<file path="src/rtl/hs32_opfetch.sv">
// Operand-fetch stage: takes one decoded instruction, reads both source operands
// from the register file (or substitutes an immediate) and hands a bundle to execute.
module hs32_opfetch #(
   parameter int OP_W        = 8,
   parameter int STALL_LIMIT = 3
) (
   input  logic            clk,
   input  logic            reset,
   input  logic            dec_valid,
   output logic            dec_ready,
   input  logic [OP_W-1:0] dec_op,
   input  logic [3:0]      dec_rd,
   input  logic [3:0]      dec_rm,
   input  logic [3:0]      dec_rn,
   input  logic            dec_use_imm,
   input  logic [31:0]     dec_imm,
   input  logic            wb_valid,
   output logic            wb_ready,
   input  logic [3:0]      wb_adr,
   input  logic [31:0]     wb_data,
   output logic            rf_we,
   output logic [3:0]      rf_wadr,
   output logic [31:0]     rf_din,
   output logic [3:0]      rf_radr1,
   output logic [3:0]      rf_radr2,
   input  logic [31:0]     rf_dout1,
   input  logic [31:0]     rf_dout2,
   output logic            ex_valid,
   input  logic            ex_ready,
   output logic [OP_W-1:0] ex_op,
   output logic [3:0]      ex_rd,
   output logic [31:0]     ex_a,
   output logic [31:0]     ex_b
);

   typedef enum logic [1:0] {
      IDLE = 2'd0,
      READ = 2'd1,
      OUT  = 2'd2
   } state_t;

   localparam int SC_W = (STALL_LIMIT > 0) ? $clog2(STALL_LIMIT + 1) : 1;
   localparam logic [SC_W-1:0] STALL_MAX = SC_W'(STALL_LIMIT);

   state_t            state;
   logic [SC_W-1:0]   stall_cnt;
   logic [OP_W-1:0]   op_q;
   logic [3:0]        rd_q;
   logic [3:0]        rm_q;
   logic [3:0]        rn_q;
   logic              use_imm_q;
   logic [31:0]       imm_q;
   logic              accept;
   logic              starved;

   // Handshakes: a transfer happens on a rising edge where valid and ready are both 1.
   // A producer holds valid and its payload until that edge; ready may depend on state
   // and on the consumer's ready, never on the producer's valid.
   assign dec_ready = (state == IDLE) | ((state == OUT) & ex_ready);
   assign accept    = dec_valid & dec_ready;

   // After STALL_LIMIT lost reads, refuse one writeback so the read can land.
   assign starved   = (state == READ) && (stall_cnt == STALL_MAX);
   assign wb_ready  = !reset && !starved;
   assign rf_we     = wb_valid & wb_ready;
   assign rf_wadr   = wb_adr;
   assign rf_din    = wb_data;

   assign rf_radr1  = rm_q;
   assign rf_radr2  = rn_q;

   always_ff @(posedge clk) begin
      if (reset) begin
         state     <= IDLE;
         stall_cnt <= '0;
         op_q      <= '0;
         rd_q      <= '0;
         rm_q      <= '0;
         rn_q      <= '0;
         use_imm_q <= 1'b0;
         imm_q     <= '0;
         ex_valid  <= 1'b0;
         ex_op     <= '0;
         ex_rd     <= '0;
         ex_a      <= '0;
         ex_b      <= '0;
      end else begin
         if (accept) begin
            op_q      <= dec_op;
            rd_q      <= dec_rd;
            rm_q      <= dec_rm;
            rn_q      <= dec_rn;
            use_imm_q <= dec_use_imm;
            imm_q     <= dec_imm;
         end

         unique case (state)
            IDLE: begin
               if (accept) state <= READ;
            end
            READ: begin
               // A write on this cycle's falling edge blocks the read data update,
               // so the read is retried and sees the freshly written value.
               if (rf_we) begin
                  stall_cnt <= stall_cnt + SC_W'(1);
               end else begin
                  ex_a      <= rf_dout1;
                  ex_b      <= use_imm_q ? imm_q : rf_dout2;
                  ex_op     <= op_q;
                  ex_rd     <= rd_q;
                  ex_valid  <= 1'b1;
                  stall_cnt <= '0;
                  state     <= OUT;
               end
            end
            OUT: begin
               if (ex_ready) begin
                  ex_valid <= 1'b0;
                  state    <= accept ? READ : IDLE;
               end
            end
            default: begin
               state <= IDLE;
            end
         endcase
      end
   end

endmodule

</file>
<file path="config.mk">
export PLATFORM = sky130hd
export DESIGN_NAME = hs32_opfetch
export DESIGN_NICKNAME = d
export VERILOG_FILES = /design/src/rtl/hs32_opfetch.sv
export SDC_FILE = /design/constraint.sdc
export NUM_CORES = 1
export LEC_CHECK = 0
export CORE_MARGIN = 2
export CORE_UTILIZATION = 38
export DETAILED_ROUTE_END_ITERATION = 8
export PLACE_DENSITY = 0.78
export SLEW_MARGIN = 20
export SYNTH_ARGS = -nofsm -noshare
export SYNTH_HDL_FRONTEND = slang
export SYNTH_SLANG_ARGS = --single-unit
</file>
<file path="constraint.sdc">
create_clock -name clk -period 1.5 [get_ports clk]
set_input_delay 0.375 -clock clk [delete_from_list [all_inputs] [get_ports clk]]
set_output_delay 0.375 -clock clk [all_outputs]
set_load 0.02 [all_outputs]
</file>
# Yosys cells after proc, flatten, opt, wreduce, memory -nomap -nowiden
# Index checks and enable logic that the tools add are counted.
# totals
ff_bits	134
input_bits	158
elab_cells	44
# op_classes
n_addsub	1
n_eq_ne	6
mux	10
bitwise_logic	5
n_reduce_logical	9
# ops
op	n
two-way mux 32 bit	1
two-way mux 2 bit	4
!= test 2 bit, second input constant	3
case mux 2 bit (3 select lines)	1
AND reduction 3 bit	2
== test 2 bit, second input constant	2
bitwise AND 1 bit	3
two-way mux 1 bit	3
adder 2 x 1 -> 2 bit, second input constant	1
== test 2 x 1 -> 1 bit, second input constant	1
logical AND 1 bit	2
zero test 1 bit	2
zero test 2 bit	1
case mux 1 bit (2 select lines)	1
AND reduction 2 bit	1
nonzero test 2 bit	1
NOT 1 bit	1
OR 1 bit	1

# Depth between registers and ports, before layout
# logic_depth
word_depth	7
depth_mapped	7

# Worst setup path after synthesis
# No wires, ideal clock.
# synth_path
kind	flip-flop to output port
start	register state[1]
end	output port rf_we
arrival_time_ns	1.384
path_slack_ns	-0.259
path_stages_with_launch	5
path_cell_list	dfxtp_1 > and2b_1 > buf_6 > a21oi_1 > and2_1
# synth_between
elab_chain_cells	5
# synth_lines
element	line	rtl
start, declared	45	state_t state;
start signal, assigned	119	state <= accept ? READ : IDLE;
== test 2 x 1 -> 1 bit	63	assign starved = (state == READ) && (stall_cnt == STALL_MAX);
logical AND 1 bit	63	
zero test 1 bit	64	assign wb_ready = !reset && !starved;
logical AND 1 bit	64	
named net wb_ready	18	output logic wb_ready,
bitwise AND 1 bit	65	assign rf_we = wb_valid & wb_ready;
end, declared	21	output logic rf_we,
# The timed path passes the listed nets, and every way through them passes these cells.

# Worst setup path in the final report
# layout_path
start	register state[1]
end	output port rf_we
# layout_between
elab_chain_cells	5
# layout_lines
element	line
== test 2 x 1 -> 1 bit	63
logical AND 1 bit	63
zero test 1 bit	64
logical AND 1 bit	64
bitwise AND 1 bit	65
# Every way passes these cells.

==> results.py <==
metrics = {
    "clocking": {
        "htreeDepth": 4,
        "cts.path.max_buffers": 2,
        "clk_pin_slew_ns": 0.06,
        "numCtsBuffers": 17,
        "cts_hold_buffers": 0,
        "cts_tree": "yes",
        "root_buffer": "clkbuf_16",
        "insertion_delay_ns": 0.42,
        "cts_sinks": 134,
    },
    "final_layout": {
        "fin_nets": 978,
        "final_cell_mix": "141 x nand2_1, 130 x dfxtp_1, 119 x clkdlybuf4s50_1, 85 x mux2i_1, 48 x clkdlybuf4s15_1",
        "diodes": 0,
        "layout_commonest_cell": "nand2_1",
        "final_area_sq_um": 9080,
        "drive_above_1_share_pct": 15.4,
        "post-route-util_pct": 57.8,
        "synthToLayoutAreaGrowth_pct": 50.3,
    },
    "die": {
        "design.core.area_sq_um": 15700,
        "fp.dieH_um": 130,
        "fp-row-count": 46,
        "fp.dieArea_sq_um": 16900,
        "ios": 282,
        "initial_core_util_pct": 38.4,
        "die_x_um": 130,
    },
    "setup_path": {
        "worst_setup_path_end_kind": "output port",
        "cp_max_fo": 3,
        "start_kind": "flip-flop",
        "required_ns": 1.12,
        "cp.arrival_ns": 1.37,
        "critical_path_class": "reg -> out",
    },
    "pwr": {
        "max-vdd-ir-drop_mv": 0.741,
        "p_per_area_nw_per_um2": 1070,
        "p_leak_uw": 0.00374,
    },
    "routing": {
        "met2_length_um": 8020,
        "dr.pass1.iters": 4,
        "wl_met1_um": 7650,
        "highest_layer": "met5",
        "avgRoutedWirePerCell_um": 16.5,
        "wl_um": 17200,
        "via_per_inst": 5.10,
        "first_iter_violations": 237,
        "vias": 5341,
        "drc": 0,
        "drtAntennaViolNets": 0,
        "met3_length_um": 1260,
    },
    "timing": {
        "rsz0062_at_grt": "true",
        "clock.fmax_ghz": 0.574,
        "fin_ws_ns": -0.242,
        "holdWs_ns": 0.453,
        "setup_viol": 4,
        "max-slew-margin-rel_pct": 61.2,
        "slew_viol_final": 0,
        "hold_violations": 0,
        "min_period_ns": 1.74,
        "skew_ns": 0.00626,
        "min_period_over_period_pct": 116,
        "tightest_slew_ns": 0.583,
    },
    "grt": {
        "antenna_found_initial": 1,
        "grt_overflow": 0,
        "grt_pass1_vias": 5112,
        "grt_pass1_wl_um": 25500,
        "grt_use_total_pct": 19.3,
        "grt_max_degree": 57,
    },
    "yosys": {
        "postSynthAreaPerCell_sq_um": 9.47,
        "netlist_instances": 638,
        "synth.distinct_cells": 32,
        "syn_area_sq_um": 6040,
        "ys_seq_area_share_pct": 44.4,
        "synth-seq-cells": 134,
        "syn_nets": 797,
        "yosysWarnings": 0,
    },
    "job": {
        "maxCapViolCount": 0,
    },
    "min_path": {
        "hold_path_class": "reg -> reg",
    },
    "placement": {
        "place_congestion": 0.777,
        "post_dp_cell_area_sq_um": 8180,
        "dp.final_hpwl_um": 11000,
        "pre_cts_ws_ns": -0.568,
        "port_buffers": 209,
    },
    "run_status": {
        "status": "finished, violations left",
        "violations": "setup timing",
    },
}
-- metrics by stage --
| step | cells | total power [uW] | TNS [ns] |
|---|---|---|---|
| floorplan | 638 | 4870 | 0 |
| global placement | 1004 | 5440 | -41.45 |
| detailed placement | 1004 | 5450 | -45.45 |
| CTS | 1036 | 9680 | -2.78 |
| global route | 1048 | 10100 | -1.54 |
| finish | 1048 | 9740 | -0.504 |
-- metal layers --
metal | track usage, % | vias up
li1 | - | 2601
met1 | 23.5 | 2530
met2 | 31.7 | 183
met3 | 6.11 | 25
met4 | 7.84 | 2
met5 | 0 | -
-- kinds of logic (layout without fill, tap and decap cells) --
kind of cell / after synthesis / in the layout / synth area share [%]
AO/OA/AOI/OAI: 97 / 97 / 12.1
buffers and inverters: 106 / 300 / 12.6
AND/OR/NAND/NOR: 215 / 215 / 16.6
flip-flops: 134 / 134 / 44.4
multiplexers: 85 / 85 / 14.1
adder cells (fa/ha/maj): 1 / 1 / 0.207
-- synthesized netlist by cell type --
cell / n / area share, %
nand2_1: 141 / 8.8
dfxtp_1: 134 / 44
mux2i_1: 85 / 14
o211ai_1: 44 / 5.5
buf_4: 43 / 5.3
a31o_1: 32 / 4.6
nand4_1: 32 / 3.3
nor4_1: 32 / 3.3
buf_2: 28 / 2.3
clkbuf_1: 14 / 0.87
o21ai_0: 12 / 0.99
buf_6: 8 / 1.5
a21oi_1: 6 / 0.50
buf_12: 5 / 1.7
buf_1: 2 / 0.12
buf_8: 2 / 0.50
inv_1: 2 / 0.12
nand3b_1: 2 / 0.25
a211oi_1: 1 / 0.12
and2_1: 1 / 0.10
and2b_1: 1 / 0.12
clkbuf_4: 1 / 0.12
ha_1: 1 / 0.21
inv_2: 1 / 0.062
nand2b_1: 1 / 0.10
nand2b_4: 1 / 0.23
nand3_1: 1 / 0.083
nor2_1: 1 / 0.062
nor2b_1: 1 / 0.10
o21a_1: 1 / 0.12
o21ai_4: 1 / 0.27
or3_1: 1 / 0.10
-- state kept, by name, indices dropped and copies added, names as in the netlist, 8 cells and up --
signal / count
ex_a: 32
op_q: 8
imm_q: 32
ex_b: 32
ex_op: 8
-- where the power goes --
part	switching (uW)	internal [uW]	leakage [uW]
registers	93.6	3750	0.00109
clock network	1580	2700	0.000288
logic	790	838	0.00236
total	2460	7280	0.00374
-- final timing paths --
check / start / endpoint / slack, ns / cells after the start
hold reg to reg: rf_radr2[0]$_SDFFE_PP0P_ / rf_radr2[0]$_SDFFE_PP0P_ / 0.45 / 2
setup / recovery: state[1]$_SDFFE_PP0P_ / rf_we / -0.24 / 4
setup reg to reg: stall_cnt[0]$_SDFFE_PP0P_ / state[1]$_SDFFE_PP0P_ / 0 / 7
hold / removal: rf_radr2[0]$_SDFFE_PP0P_ / rf_radr2[0]$_SDFFE_PP0P_ / 0.45 / 2
-- layout make-up --
type / count / area (sq um)
clock buffers: 20 / 457
clock inverters: 12 / 153
fillers: 1399 / 6630
inverters: 3 / 16.3
multi-input cells: 398 / 2740
flip-flops and latches: 134 / 2690
well taps: 216 / 270
repair buffers: 265 / 2760
-- timing repair --
| item | 4_1_cts | 5_1_grt |
|---|---|---|
| gates resized for setup | 115 | 96 |
| buffers inserted | 0 | 5 |
| pin swaps | 3 | 34 |
| cloned | 0 | 7 |
| setup endpoints to repair | 176 | 95 |
-- worst max-delay path, stage by stage (launching register included) --
cell     delay [ns]
dfxtp_2        0.31
and2b_4        0.30
a21oi_4        0.08
and2_4         0.14
buf_6          0.12
Note: power is estimated with default switching activity, not from simulation.
